**src/rtl/mru_tracker.sv**
```systemverilog
// mru_tracker: most-recently-used list of the last DEPTH distinct words seen
// on a qualified data stream. Entry 0 is the newest, entry DEPTH-1 the oldest.
//
// Ports:
//   clk_in          - clock, all state on rising edge
//   reset_n_in      - asynchronous active-low reset
//   data_in         - incoming data word
//   data_valid_in   - data_in is sampled only when high
//   flush_in        - synchronous clear of the list and the capture stage
//   out_data        - entry k at [k*DATA_W +: DATA_W], k=0 newest
//   out_valid       - bit k set when entry k holds data (thermometer code)
//   hit_out         - pulse: processed word matched a valid entry
//   hit_idx_out     - pre-update index of the matching entry, held until next hit
//   miss_out        - pulse: processed word was new
//   evict_out       - pulse: a miss pushed a valid word out of the last slot
//   evict_data_out  - evicted word, held until next eviction
//   count_out       - number of valid entries
module mru_tracker #(
  parameter int unsigned DATA_W = 8,
  parameter int unsigned DEPTH  = 4,
  localparam int unsigned IDX_W = $clog2(DEPTH),
  localparam int unsigned CNT_W = $clog2(DEPTH + 1)
) (
  input  logic                     clk_in,
  input  logic                     reset_n_in,
  input  logic [DATA_W-1:0]        data_in,
  input  logic                     data_valid_in,
  input  logic                     flush_in,
  output logic [DEPTH*DATA_W-1:0]  out_data,
  output logic [DEPTH-1:0]         out_valid,
  output logic                     hit_out,
  output logic [IDX_W-1:0]         hit_idx_out,
  output logic                     miss_out,
  output logic                     evict_out,
  output logic [DATA_W-1:0]        evict_data_out,
  output logic [CNT_W-1:0]         count_out
);

  // Capture stage
  logic [DATA_W-1:0] stage_data;
  logic              stage_vld;

  // Next-state values for the registered outputs
  logic [DEPTH*DATA_W-1:0] data_nxt;
  logic [DEPTH-1:0]        valid_nxt;
  logic                    hit_nxt;
  logic [IDX_W-1:0]        hit_idx_nxt;
  logic                    miss_nxt;
  logic                    evict_nxt;
  logic [DATA_W-1:0]       evict_data_nxt;
  logic [CNT_W-1:0]        count_nxt;

  // Update-stage decode
  logic [DEPTH-1:0] match;
  logic [DEPTH-1:0] shift;
  logic [IDX_W-1:0] match_idx;
  logic             proc;
  logic             is_hit;
  logic             is_miss;
  logic             pend;

  // Capture stage: flush drops whatever is being captured this cycle
  always_ff @(posedge clk_in or negedge reset_n_in) begin
    if (!reset_n_in) begin
      stage_data <= '0;
      stage_vld  <= 1'b0;
    end else begin
      stage_data <= data_in;
      stage_vld  <= data_valid_in & ~flush_in;
    end
  end

  // Match against valid entries only; entries are distinct so at most one hits
  always_comb begin
    match     = '0;
    match_idx = '0;
    for (int k = 0; k < int'(DEPTH); k++) begin
      match[k] = out_valid[k] && (out_data[k*DATA_W +: DATA_W] == stage_data);
      if (match[k]) match_idx = IDX_W'(k);
    end
  end

  assign proc    = stage_vld & ~flush_in;
  assign is_hit  = proc & (|match);
  assign is_miss = proc & ~(|match);

  // Entry k (k>=1) takes entry k-1 on a miss, or on a hit at index >= k
  always_comb begin
    shift = '0;
    pend  = is_miss;
    for (int k = int'(DEPTH) - 1; k >= 1; k--) begin
      pend     = pend | (is_hit & match[k]);
      shift[k] = pend;
    end
  end

  // List update and reporting
  always_comb begin
    data_nxt       = out_data;
    valid_nxt      = out_valid;
    hit_nxt        = 1'b0;
    hit_idx_nxt    = hit_idx_out;
    miss_nxt       = 1'b0;
    evict_nxt      = 1'b0;
    evict_data_nxt = evict_data_out;
    count_nxt      = count_out;

    if (flush_in) begin
      data_nxt  = '0;
      valid_nxt = '0;
      count_nxt = '0;
    end else if (proc) begin
      data_nxt[0 +: DATA_W] = stage_data;
      for (int k = 1; k < int'(DEPTH); k++) begin
        if (shift[k]) data_nxt[k*DATA_W +: DATA_W] = out_data[(k-1)*DATA_W +: DATA_W];
      end
      if (is_hit) begin
        hit_nxt     = 1'b1;
        hit_idx_nxt = match_idx;
      end else begin
        miss_nxt  = 1'b1;
        valid_nxt = {out_valid[DEPTH-2:0], 1'b1};
        if (out_valid[DEPTH-1]) begin
          evict_nxt      = 1'b1;
          evict_data_nxt = out_data[(DEPTH-1)*DATA_W +: DATA_W];
        end else begin
          count_nxt = count_out + CNT_W'(1);
        end
      end
    end
  end

  // Output registers
  always_ff @(posedge clk_in or negedge reset_n_in) begin
    if (!reset_n_in) begin
      out_data       <= '0;
      out_valid      <= '0;
      hit_out        <= 1'b0;
      hit_idx_out    <= '0;
      miss_out       <= 1'b0;
      evict_out      <= 1'b0;
      evict_data_out <= '0;
      count_out      <= '0;
    end else begin
      out_data       <= data_nxt;
      out_valid      <= valid_nxt;
      hit_out        <= hit_nxt;
      hit_idx_out    <= hit_idx_nxt;
      miss_out       <= miss_nxt;
      evict_out      <= evict_nxt;
      evict_data_out <= evict_data_nxt;
      count_out      <= count_nxt;
    end
  end

endmodule

```
**config.mk**
```make
export PLATFORM = sky130hd
export DESIGN_NAME = mru_tracker
export DESIGN_NICKNAME = d
export VERILOG_FILES = /design/src/rtl/mru_tracker.sv
export SDC_FILE = /design/constraint.sdc
export NUM_CORES = 1
export LEC_CHECK = 0
export BUFFER_PORTS_ARGS = -buffer_cell sky130_fd_sc_hd__buf_4
export CAP_MARGIN = 20
export CORE_ASPECT_RATIO = 1.25
export CORE_UTILIZATION = 48
export DETAILED_ROUTE_END_ITERATION = 7
export GPL_ROUTABILITY_DRIVEN = 0
export PLACE_DENSITY = 0.75
export SYNTH_ARGS = -nofsm -noshare
export SYNTH_HDL_FRONTEND = slang
export SYNTH_SLANG_ARGS = --single-unit
```
**constraint.sdc**
```tcl
create_clock -name clk_in -period 2.32 [get_ports clk_in]
set_input_delay 0.116 -clock clk_in [delete_from_list [all_inputs] [get_ports clk_in]]
set_output_delay 0.116 -clock clk_in [all_outputs]
set_load 0.02 [all_outputs]
```
# --- Word level (Yosys, flattened, before mapping) ---
# Cells that the tools add are included.
totals:
  word_cells: 74
  ff_bits: 61
  inputBits: 12
  output_inout_bits: 52
op_classes:
  eq_ne: 6
  add_sub_neg: 1
  bitwise: 13
  mux: 25
  n_reduce_logical: 16
ops:
  columns: ["op", "n"]
  rows:
  - ["$mux 32", 2]
  - ["$eq 8x8->1", 4]
  - ["$mux 8", 3]
  - ["$mux 3", 4]
  - ["$mux 4", 3]
  - ["$mux 1", 11]
  - ["$reduce_and 2->1", 4]
  - ["$reduce_bool 2->1", 4]
  - ["$and 1x1->1", 7]
  - ["$reduce_and 3->1", 2]
  - ["$logic_and 1x1->1", 4]
  - ["$mux 2", 2]
  - ["$ne 2x2->1 const B", 2]
  - ["$reduce_and 4->1", 1]
  - ["$reduce_or 4->1", 1]
  - ["$add 3x1->3 const B", 1]
  - ["$not 1->1", 3]
  - ["$or 1x1->1", 3]

# --- Depth between registers and ports, before layout ---
depth:
  depth_word: 11
  ltp_mapped: 8
  ltp_nobuf: 6

# --- Least setup slack after synthesis ---
# No wires, ideal clock.
synth_path:
  path_kind: "flip-flop to flip-flop"
  from: "register out_data[0]"
  to: "register out_data[10]"
  synth_period_minus_slack_ns: 2.229
  path_stages_with_launch: 7
  setup_ns: 0.125
  path_slack_ns: 0.091
  arrival_time_ns: 2.104
  required_ns: 2.195
  path_buffers: 0
  cell_sequence: "dfrtp_1 > xnor2_1 > nand3_1 > nor3_4 > or4b_1 > a21oi_4 > mux2_2"
synth_via:
  elab_chain_cells: 10
  word_cells_on_any_way: 14
  cone_classes: "eq/ne: 1; bitwise: 9; reduce/logical: 4"
synth_lines:
  columns: ["element", "line", "text"]
  rows:
  - ["start, declared", "29", "output logic [DEPTH*DATA_W-1:0] out_data,"]
  - ["start signal, assigned", "145", "out_data <= data_nxt;"]
  - ["$eq 8x8->1 (*)", "78", "match[k] = out_valid[k] && (out_data[k*DATA_W +: DATA_W] == stage_data);"]
  - ["$logic_and 1x1->1 (*)", "78", null]
  - ["$reduce_or 4->1 (*)", "84, 85", null]
  - ["$and 1x1->1 / $not 1->1 (equally long branches)", "84, 85", null]
  - ["$and 1x1->1 (on tied branches)", "92, 85", null]
  - ["$or 1x1->1 (2 in a row)", "92", "pend = pend | (is_hit & match[k]);"]
  - ["$or 1x1->1 (*)", "92", null]
  - ["$reduce_bool 2->1 (no line) (*)", null, null]
  - ["$reduce_and 2->1 (no line) (*)", null, null]
# Every way passes the cells marked *; elsewhere a longest branch is shown, timed or not.
# A chain may end at the register's enable or synchronous reset.

# --- Final worst setup path ---
layout_path:
  from: "register out_data[5]"
  to: "register out_data[12]"
# The elaborated chain is that of the path after synthesis.

==> flow_metrics.env <==
export IMPL_status="finished, violations left"
export IMPL_violations="setup timing"
export IMPL_p_comb_share_pct=11.1
export IMPL_vias=2174
export IMPL_cts_root_buf="clkbuf_8"
export IMPL_drv_cap=0
export IMPL_ys_seq_area_share_pct=54.5
export IMPL_drive_gt1_share_pct=43.1
export IMPL_fmax_mhz=422
export IMPL_rows=30
export IMPL_dpl_worst_slack_ps=-95.7
export IMPL_die_area_mm2=0.00615
export IMPL_grt_max_degree=62
export IMPL_ys_ff_latch=61
export IMPL_slew_viol_final=0
export IMPL_instances_no_fill=417
export IMPL_reg2reg_slack_ps=-50
export IMPL_antenna_found_initial=0
export IMPL_hold_start="data_valid_in"
export IMPL_synth_ff_type="dfrtp_1"
export IMPL_final_core_util_pct=71.8
export IMPL_ff_latch_area_mm2=0.00153
export IMPL_switching_share_pct=24.1
export IMPL_clkTransAtPathRegs_ps=70
export IMPL_hold_depth=2
export IMPL_fin_setup_tns_ps=-290
export IMPL_setup_ws_ps=-49.9
export IMPL_portBuffers=63
export IMPL_start_util_pct=50.8
export IMPL_cts_max_level=3
export IMPL_wire_per_inst_um=15.5
export IMPL_clk_path_buf_depth=2
export IMPL_cts_buffers=9
export IMPL_relSlewSlack_pct=34.5
export IMPL_synth_nets=252
export IMPL_powerDensity_mw_per_mm2=598
export IMPL_worstSetupStartpoint="out_data[5]$_DFFE_PN0P_"
export IMPL_tightest_slew_ps=975
export IMPL_crit_path_top_delay_cell="or4b_4"
export IMPL_io_pins=64
export IMPL_synth_edf_count=0
export IMPL_placed_area_mm2=0.00355
export IMPL_min_period_ps=2370
export IMPL_wl_um=6460
export IMPL_holdPathEnd="stage_vld$_DFF_PN0_"
export IMPL_drt_pass1_iter_count=4
export IMPL_cp_max_fo=8
export IMPL_path_cells="xnor2_1 -> nand4_1 -> nor3_4 -> or4b_4 -> a21oi_4 -> buf_12 -> mux2_2"
export IMPL_async_flop_share_pct=100
export IMPL_hp_class="in2reg"
export IMPL_antenna_left=0
export IMPL_first_global_vias=2156
export IMPL_cts_tree="yes"
export IMPL_fillers=400
export IMPL_leakagePower_nw=1.98
export IMPL_netlist_area_mm2=0.00280
export IMPL_hpwl_um=4590
export IMPL_r2r_end="out_data[12]$_DFFE_PN0P_"
export IMPL_crit_buf_inv=1
export IMPL_drc=0
export IMPL_critical_path_reg2reg_startpoint="out_data[5]$_DFFE_PN0P_"
export IMPL_ir_worst_vdd_uv=409
export IMPL_grt_overflow_total=0
export IMPL_finalCritPeriodShare_pct=102
export IMPL_clkPwrFrac_pct=41.5
export IMPL_syn_to_final_growth_pct=41.3
export IMPL_r2r_cells=7
export IMPL_dp_cells=386
export IMPL_syn_inst=239
export IMPL_setup_viol=8
export IMPL_end_kind="flop"
export IMPL_diodes=0
export IMPL_slowest_delay_ps=500
export IMPL_die_width_um=70.3
export IMPL_core_mm2=0.00552
export IMPL_stdcell_area_mm2=0.00396
export IMPL_finalHoldViolations=0
export IMPL_p_int_mw=1.80
export IMPL_path_delay_family="simple AND/OR/NAND/NOR gates"
export IMPL_clkSinkCount=61
export IMPL_start_kind="flop"
export IMPL_power_switching_mw=0.572
export IMPL_die_h_um=87.4
export IMPL_grt_setup_unrepaired="yes"
export IMPL_final_nets=361
export IMPL_grt_pass1_wl_um=10600
export IMPL_multiInputGateArea_mm2=0.00123
export IMPL_worstPathArrival_ps=2590
export IMPL_syn_mean_instance_area_um2=11.7
export IMPL_p_seq_share_pct=47.4
export IMPL_clock_latency_ps=340
export IMPL_yosysWarnings=0
export IMPL_skew_ps=7.28
export IMPL_drt_iter0_drc=92
export IMPL_yosysUniqueCellTypes=30
export IMPL_required_ps=2540
export IMPL_via_per_inst=5.21
export IMPL_gr_usage_all_layers_pct=22.7
export IMPL_critPathKind="reg2reg"
[worst max path at each step]
stage                     depth (start not counted)  slack (ps)                  endpoint
after detailed placement                          6        -100  out_data[10]$_DFFE_PN0P_
final                                             7         -50  out_data[12]$_DFFE_PN0P_
after global placement                            6         -40  out_data[10]$_DFFE_PN0P_
after floorplan                                   6          90  out_data[10]$_DFFE_PN0P_
after CTS                                         7           8  out_data[10]$_DFFE_PN0P_
after global routing                              7        -170  out_data[12]$_DFFE_PN0P_
[registers in the layout, summed over array words and instances (netlist names)]
| register | flops |
|---|---|
| hit_idx_out | 2 |
| evict_data_out | 8 |
| stage_vld | 1 |
| count_out | 3 |
| out_valid | 4 |
| stage_data | 8 |
| miss_out | 1 |
| out_data | 32 |
| hit_out | 1 |
| evict_out | 1 |
[power by group through the flow]
stage | Clock, mW | Combinational, mW | Sequential, mW
final | 0.985 | 0.262 | 1.12
after global routing | 1.05 | 0.285 | 1.13
after CTS | 0.998 | 0.252 | 1.12
after detailed placement | 0 | 0.233 | 1.14
after global placement | 0 | 0.230 | 1.14
after floorplan | 0 | 0.118 | 1.15
[Yosys cell counts (3+ instances only)]
cell / n / share of area [%]
xnor2_1: 31 / 9.7
nand4_1: 4 / 0.89
mux2i_1: 18 / 6.4
nand3_1: 5 / 0.89
inv_1: 3 / 0.40
dfrtp_1: 61 / 54
buf_2: 7 / 1.2
clkbuf_1: 5 / 0.67
mux2_2: 17 / 6.8
a22o_1: 8 / 2.5
o21ai_0: 6 / 1.1
nand2_1: 31 / 4.2
nor2_1: 10 / 1.3
o31ai_1: 3 / 0.80
nor2b_1: 11 / 2.5
[cell usage in the layout (no fill, tap or decap), drive strengths merged]
cell           n
buf          104
dfrtp         61
nand2         31
xnor2         31
mux2i         18
mux2          17
clkbuf        12
nor2b         11
nor2          10
dlygate4sd3    9
a22o           8
o21ai          6
nand3          5
nand4          4
o31ai          4
inv            3
clkinv         3
nor3           3
a21oi          3
a21o           2
nor4           2
xor2           1
or3            1
a31oi          1
or4b           1
ha             1
bufinv         1
[cell type report]
class | count | area share [%]
repair buffers | 113 | 22.6
clock inverters | 4 | 1.14
inverters | 3 | 0.284
multi-input cells | 160 | 31.1
clock buffers | 12 | 4.17
well taps | 64 | 2.02
flip-flops and latches | 61 | 38.7
[worst register-to-register path, cell delays in order, from the launching register on]
cell and delay, ps:
dfrtp_1 440, xnor2_1 220, nand4_1 200, nor3_4 260, or4b_4 500, a21oi_4 160
buf_12 140, mux2_2 340
[routing by layer]
| metal | part of all wire [%] | up-vias | GRT usage (%) | wire length (um) |
|---|---|---|---|---|
| met5 | 0 | - | 0 | 0 |
| met4 | 1.6 | 0 | 9.45 | 102 |
| met3 | 4.6 | 12 | 4.63 | 294 |
| met2 | 52 | 69 | 38.7 | 3330 |
| met1 | 42 | 1054 | 28.0 | 2730 |
| li1 | - | 1039 | - | - |
[stage by stage]
step / power [mW] / hold WS (ps)
final: 2.37 / 12.3
after global placement: 1.37 / 225
after global routing: 2.47 / 4.69
after CTS: 2.37 / 8.33
after floorplan: 1.27 / -180
after detailed placement: 1.37 / 227
[cells by family after synthesis]
group,after synthesis,synth area share [%]
AND/OR/NAND/NOR,68,12.3
adder cells (fa/ha/maj),1,0.446
multiplexers,35,13.3
AO/OA/AOI/OAI,24,6.52
XOR/XNOR,32,10.0
buffers and inverters,18,2.99
flip-flops,61,54.5
[repair_timing]
| item | CTS | global route |
|---|---|---|
| hold buffers | 9 | 0 |
| resized for setup | 3 | 8 |
| pin swaps | 1 | 2 |
| hold endpoints to repair | 69 | 0 |
| setup buffers | 1 | 5 |
| endpoints found under the setup margin | 16 | 16 |
No activity file was read; power rests on OpenSTA's default activity.
